## src/rtl/microsequencer.sv

```systemverilog
// Microsequencer: uinstr = fixed fetch words at steps 0/1, else the ROM word at {opcode, tstate}, combinational; tstate advances each edge (RT returns it to 0).
// Define MICROSEQUENCER_SINGLESTEP_EN to advance only on step_req, with uinstr gated to 0x0000 while stalled and a step_ack pulse after each step.
module microsequencer (
    input  logic        clk,
    input  logic        reset,
    input  logic [7:0]  opcode,
    input  logic [15:0] ucode_data,
    output logic [10:0] ucode_addr,
    output logic [15:0] uinstr,
    output logic [2:0]  tstate,
    output logic        fetch,
    input  logic        step_req,
    output logic        step_ack
);

    localparam logic [15:0] FETCH0_WORD = 16'h0040;
    localparam logic [15:0] FETCH1_WORD = 16'h3480;

`ifdef MICROSEQUENCER_SINGLESTEP_EN
    localparam bit SINGLESTEP = 1'b1;
`else
    localparam bit SINGLESTEP = 1'b0;
`endif

    logic [2:0]  tstate_q, tstate_d;
    logic        step_ack_q, step_ack_d;
    logic        advance;
    logic        stalled;
    logic        is_rt;
    logic [15:0] uinstr_raw;

    always_comb begin
        case (tstate_q)
            3'd0:    uinstr_raw = FETCH0_WORD;
            3'd1:    uinstr_raw = FETCH1_WORD;
            default: uinstr_raw = ucode_data;
        endcase
    end

    always_comb begin
        advance = 1'b1;
        stalled = 1'b0;
        if (SINGLESTEP) begin
            advance = step_req;
            // Reset keeps the fetch word visible even while stalled.
            stalled = !step_req && !reset;
        end
    end

    always_comb begin
        uinstr = stalled ? 16'h0000 : uinstr_raw;
        // Bit 11 only means RT for non-ALU words; with bit 15 set it is ALU NY.
        is_rt = !uinstr[15] && uinstr[11];

        tstate_d = tstate_q;
        if (advance) begin
            tstate_d = is_rt ? 3'd0 : tstate_q + 3'd1;
        end
        step_ack_d = SINGLESTEP && advance;
    end

    always_ff @(posedge clk or posedge reset) begin
        if (reset) begin
            tstate_q   <= 3'd0;
            step_ack_q <= 1'b0;
        end else begin
            tstate_q   <= tstate_d;
            step_ack_q <= step_ack_d;
        end
    end

    assign tstate     = tstate_q;
    assign fetch      = (tstate_q == 3'd0);
    assign ucode_addr = {opcode, tstate_q};
    assign step_ack   = step_ack_q;

endmodule

```

## config.mk

```make
export PLATFORM = sky130hd
export DESIGN_NAME = microsequencer
export DESIGN_NICKNAME = d
export VERILOG_FILES = /design/src/rtl/microsequencer.sv
export SDC_FILE = /design/constraint.sdc
export NUM_CORES = 1
export LEC_CHECK = 0
export CAP_MARGIN = 20
export CORE_AREA = 2 2 39 41
export CTS_CLUSTER_DIAMETER = 60
export DETAILED_ROUTE_END_ITERATION = 7
export DIE_AREA = 0 0 41 43
export DONT_BUFFER_PORTS = 1
export MAX_ROUTING_LAYER = met4
export PLACE_DENSITY = 0.46
export SYNTH_ARGS = -nofsm -noshare
export SYNTH_HDL_FRONTEND = slang
export SYNTH_SLANG_ARGS = --single-unit
export TNS_END_PERCENT = 30
```

## constraint.sdc

```tcl
create_clock -name clk -period 3.5 [get_ports clk]
set_input_delay 0.35 -clock clk [delete_from_list [all_inputs] [get_ports clk]]
set_output_delay 0.35 -clock clk [all_outputs]
set_load 0.005 [all_outputs]
```

=== Word-level counts from Yosys, hierarchy flattened ===
Index checks and enable logic that the tools add are counted.

* Bits in registers: 3
* Word-level logic and storage cells: 8
* Output and inout bits: 32
* Input port bits: 27

* Reductions and logical operators: 3
* Muxes and demuxes: 2
* Add/sub/neg operators: 1
* Eq/ne operators: 1

{| class="wikitable"
|+ Operator list
! kind !! count
|-
| one-hot mux 16 bit (2 select lines) || 1
|-
| adder 3 x 1 -> 3 bit (second input constant) || 1
|-
| == test 3 x 1 -> 1 bit (second input constant) || 1
|-
| zero test 3 bit || 1
|-
| two-way mux 3 bit || 1
|-
| logical AND 1 bit || 1
|-
| zero test 1 bit || 1
|}

=== Longest topological paths before layout ===
* Depth after elaboration: 5
* Mapped depth: 5
* Gate-level depth less buffers: 4

=== Worst setup path before layout ===
No wires, ideal clock.

* Path kind: reg-to-output
* Start point: register tstate_q[0] (netlist: tstate[0])
* End point: output port uinstr[0]
* Stages on the path, launching flop included: 6
* Slack: 2.000 ns
* Data required time: 3.150 ns
* Data arrival time: 1.150 ns
* Path buffers: 1
* Path through: dfrtp_1 inv_1 ha_1 o21bai_2 buf_2 and2_1

* Cells in the longest elaborated chain, start to end: 2
* Elaborated cells on any way between the ends: 3
* Classes of those cells: 1 x eq/ne; 1 x mux; 1 x reduce/logical

{| class="wikitable"
|+ RTL lines
! what !! RTL line !! source
|-
| start: declaration || 25 || <nowiki>logic [2:0] tstate_q, tstate_d;</nowiki>
|-
| start signal: assignment || 67 || <nowiki>tstate_q <= tstate_d;</nowiki>
|-
| == test 3 x 1 -> 1 bit / zero test 3 bit (equally long branches) || 33 || <nowiki>case (tstate_q)</nowiki>
|-
| one-hot mux 16 bit (2 select lines) * || 33 ||
|-
| end: declaration || 9 || <nowiki>output logic [15:0] uinstr,</nowiki>
|}

Mark *: on every way between the ends. The rest lies on a longest branch, timed or not.

=== Final worst setup path ===
Same ends and word-level chain as after synthesis.

==> metrics.cfg <==
[run_status]
outcome=complete, no violations

[final_layout]
finalNetCount=76
number_of_flip_flops_in_the_largest_register=3
layout-drive-gt1-share_pct=8.89
fillers=157
layoutNonFillerInstCount=61
syn2layout_area_growth_pct=-9.60
fin_util_pct=26.4
final_cell_area_um2=365
antennaDiodeCount=0

[grt]
grtUsageTotal_pct=9.19
grt_start_max_net_pins=14
grt_pass1_wl_um=952
globalRoute.totalOverflow=0
first_global_vias=220
grt_antenna_before_repair=0

[clocking]
cts_buffer_depth=2
clkLatencyLatePin_ps=230
tritoncts=built
tritoncts_num_sinks=3
clock_tree.root_cell=sky130_fd_sc_hd__clkbuf_4
cts_inserted_buffers=3
clkTransAtPathRegs_ps=40
cts_htree_levels=1

[routing]
dr_total_vias=280
detailedRoute.firstIterationViolations=1
routed_via_density=4.59
wire_per_inst_um=12.0
drcViolationCount=0
drt.antenna.violating_nets=0
wl_um=729
detailedRoute.firstPassIterationCount=2

[critical_path]
ff2ff_setup_slack_ps=2110
worstReg2RegEnd=tstate[2]
timing.rr.start=tstate[0]
worstPathArrival_ps=1560
rr_worst_depth=4
cp.required_ps=3150
timing.critical_path.from_type=flop
worst_setup_path_end_kind=primary output
critPathMaxFanout=13
worstSetupPathType=reg2out

[floorplanning]
die_h_um=43
start_util_pct=29.2
die_outline_area_um2=1760
fp.coreArea_um2=1380
ioPinCount=59
floorplan.rows=14
chipWidth_um=41

[pwr]
swShare_pct=47.5
p_per_area_nw_per_um2=903
net-switching-power_uw=157
power_leakage_uw=0.000181
intPower_uw=173
p_comb_share_pct=56.1
clock_power_share_pct=18.6
register_share_of_total_power_pct=25.3
total_power_uw=330
power.ir.vdd_worst_mv=0.389

[yosys]
postSynth.asyncResetShare_pct=100
synth_sequential_area_ratio_pct=18.6
synth_seq_cells=3
ys_top_cells_by_area=sky130_fd_sc_hd__buf_4 22%, sky130_fd_sc_hd__dfrtp_1 19%, sky130_fd_sc_hd__and2_1 17%
avgSynthCellArea_um2=7.63
most_frequent_cell_after_synthesis=sky130_fd_sc_hd__buf_4
yosys.cell_types.count=16
syn_inst=53
netlist.top_cell.by_area=sky130_fd_sc_hd__buf_4
synth_nets=83
synth_flop_cell=sky130_fd_sc_hd__dfrtp_1
synth_top_cell_area_share_pct=22.3
synth_common_cells=12 x sky130_fd_sc_hd__buf_4, 11 x sky130_fd_sc_hd__and2_1, 7 x sky130_fd_sc_hd__inv_1
synth_warnings=0
synth_edf_count=0
synth.cell_area_um2=404

[placement]
number_of_i_o_port_buffers=0
place_inst=56
hpwlAfterDp_um=582
gpl.final_weighted_congestion=0.726
post_dp_cell_area_um2=329

[timing]
fin_setup_tns_ps=0
fmax_ghz=0.523
final_min_period_over_clock_period_pct=54.6
setup_viol=0
final_max_slew_viol_count=0
skew_ps=1.39
post-route-min-period_ps=1910
hold_viol_final=0
grt_setup_unrepaired=false

[run]
max-cap-violations=0

[worst_hold_path]
min_delay_path_depth=2
hold_path_end=tstate[0]
hp-class=in2reg
min-delay-start=ucode_data[15]

what timing repair did:
item	CTS	global route
hold endpoints to repair	3	0
gates resized for setup	0	0
buffers inserted	0	0
hold buffers	1	0
power by group through the flow:
stage / clock network, uW / logic [uW] / registers [uW]
floorplan: 0 / 200 / 72.8
global placement: 0 / 187 / 86.8
detailed placement: 0 / 187 / 85.7
CTS: 64.9 / 189 / 85.4
global route: 69.8 / 216 / 90.0
finish: 61.3 / 185 / 83.6
kinds of logic after synthesis:
logic type	count (synthesis)	share of synthesized area [%]
flip-flops	3	18.6
AND/OR/NAND/NOR	17	26.9
buffers and inverters	20	30.0
AO/OA/AOI/OAI	9	14.2
adder cells (fa/ha/maj)	3	9.29
other	1	0.928
cell type report:
class | instances | area (um^2) | share of cell area, %
Inverter | 7 | 26.3 | 7.19
Timing Repair Buffer | 1 | 10.0 | 2.74
Sequential cell | 3 | 75.1 | 20.5
Clock buffer | 4 | 26.3 | 7.19
Multi-Input combinational cell | 30 | 208 | 56.8
Tap cell | 16 | 20.0 | 5.48
cells in the final DEF (no fill, tap or decap):
cell type and count:
sky130_fd_sc_hd__inv_1 7, sky130_fd_sc_hd__and2_1 11, sky130_fd_sc_hd__nor4b_1 1, sky130_fd_sc_hd__o21ai_0 4, sky130_fd_sc_hd__a21o_1 1, sky130_fd_sc_hd__nand2b_1 3
sky130_fd_sc_hd__conb_1 1, sky130_fd_sc_hd__a21boi_1 1, sky130_fd_sc_hd__clkbuf_1 1, sky130_fd_sc_hd__nor2b_1 2, sky130_fd_sc_hd__o21bai_2 1, sky130_fd_sc_hd__dlygate4sd3_1 1
sky130_fd_sc_hd__dfrtp_1 3, sky130_fd_sc_hd__a21oi_1 1, sky130_fd_sc_hd__clkbuf_4 3, sky130_fd_sc_hd__o22ai_1 1, sky130_fd_sc_hd__ha_1 3
metrics by stage:
stage | hold WS, ps | setup WS (ps)
floorplan | 104 | 2000
global placement | 113 | 1810
detailed placement | 112 | 1810
CTS | 348 | 1560
global route | 351 | 1440
finish | 348 | 1590
worst max-delay path, stage by stage, from the launching register on:
cell	delay [ps]
sky130_fd_sc_hd__dfrtp_1	470
sky130_fd_sc_hd__inv_1	80
sky130_fd_sc_hd__ha_1	230
sky130_fd_sc_hd__o21bai_2	340
sky130_fd_sc_hd__and2_1	210
worst max path at each step:
stage | end | slack, ps | start
final | uinstr[0] | 1590 | tstate[0]
after global routing | uinstr[10] | 1440 | tstate[0]
after CTS | uinstr[0] | 1560 | tstate[0]
after detailed placement | uinstr[0] | 1810 | tstate[0]
after global placement | uinstr[0] | 1810 | tstate[0]
after floorplan | uinstr[0] | 2000 | tstate[0]
per-layer routing:
layer / wire length [um] / vias up / track usage [%] / part of all wire [%]
met5: 0 / - / - / 0
met4: 18 / 0 / 10.7 / 2.5
met3: 86 / 2 / 4.71 / 12
met2: 350 / 20 / 10.3 / 48
met1: 274 / 124 / 10.1 / 38
li1: - / 134 / - / -
(Power assumes the default switching activity.)
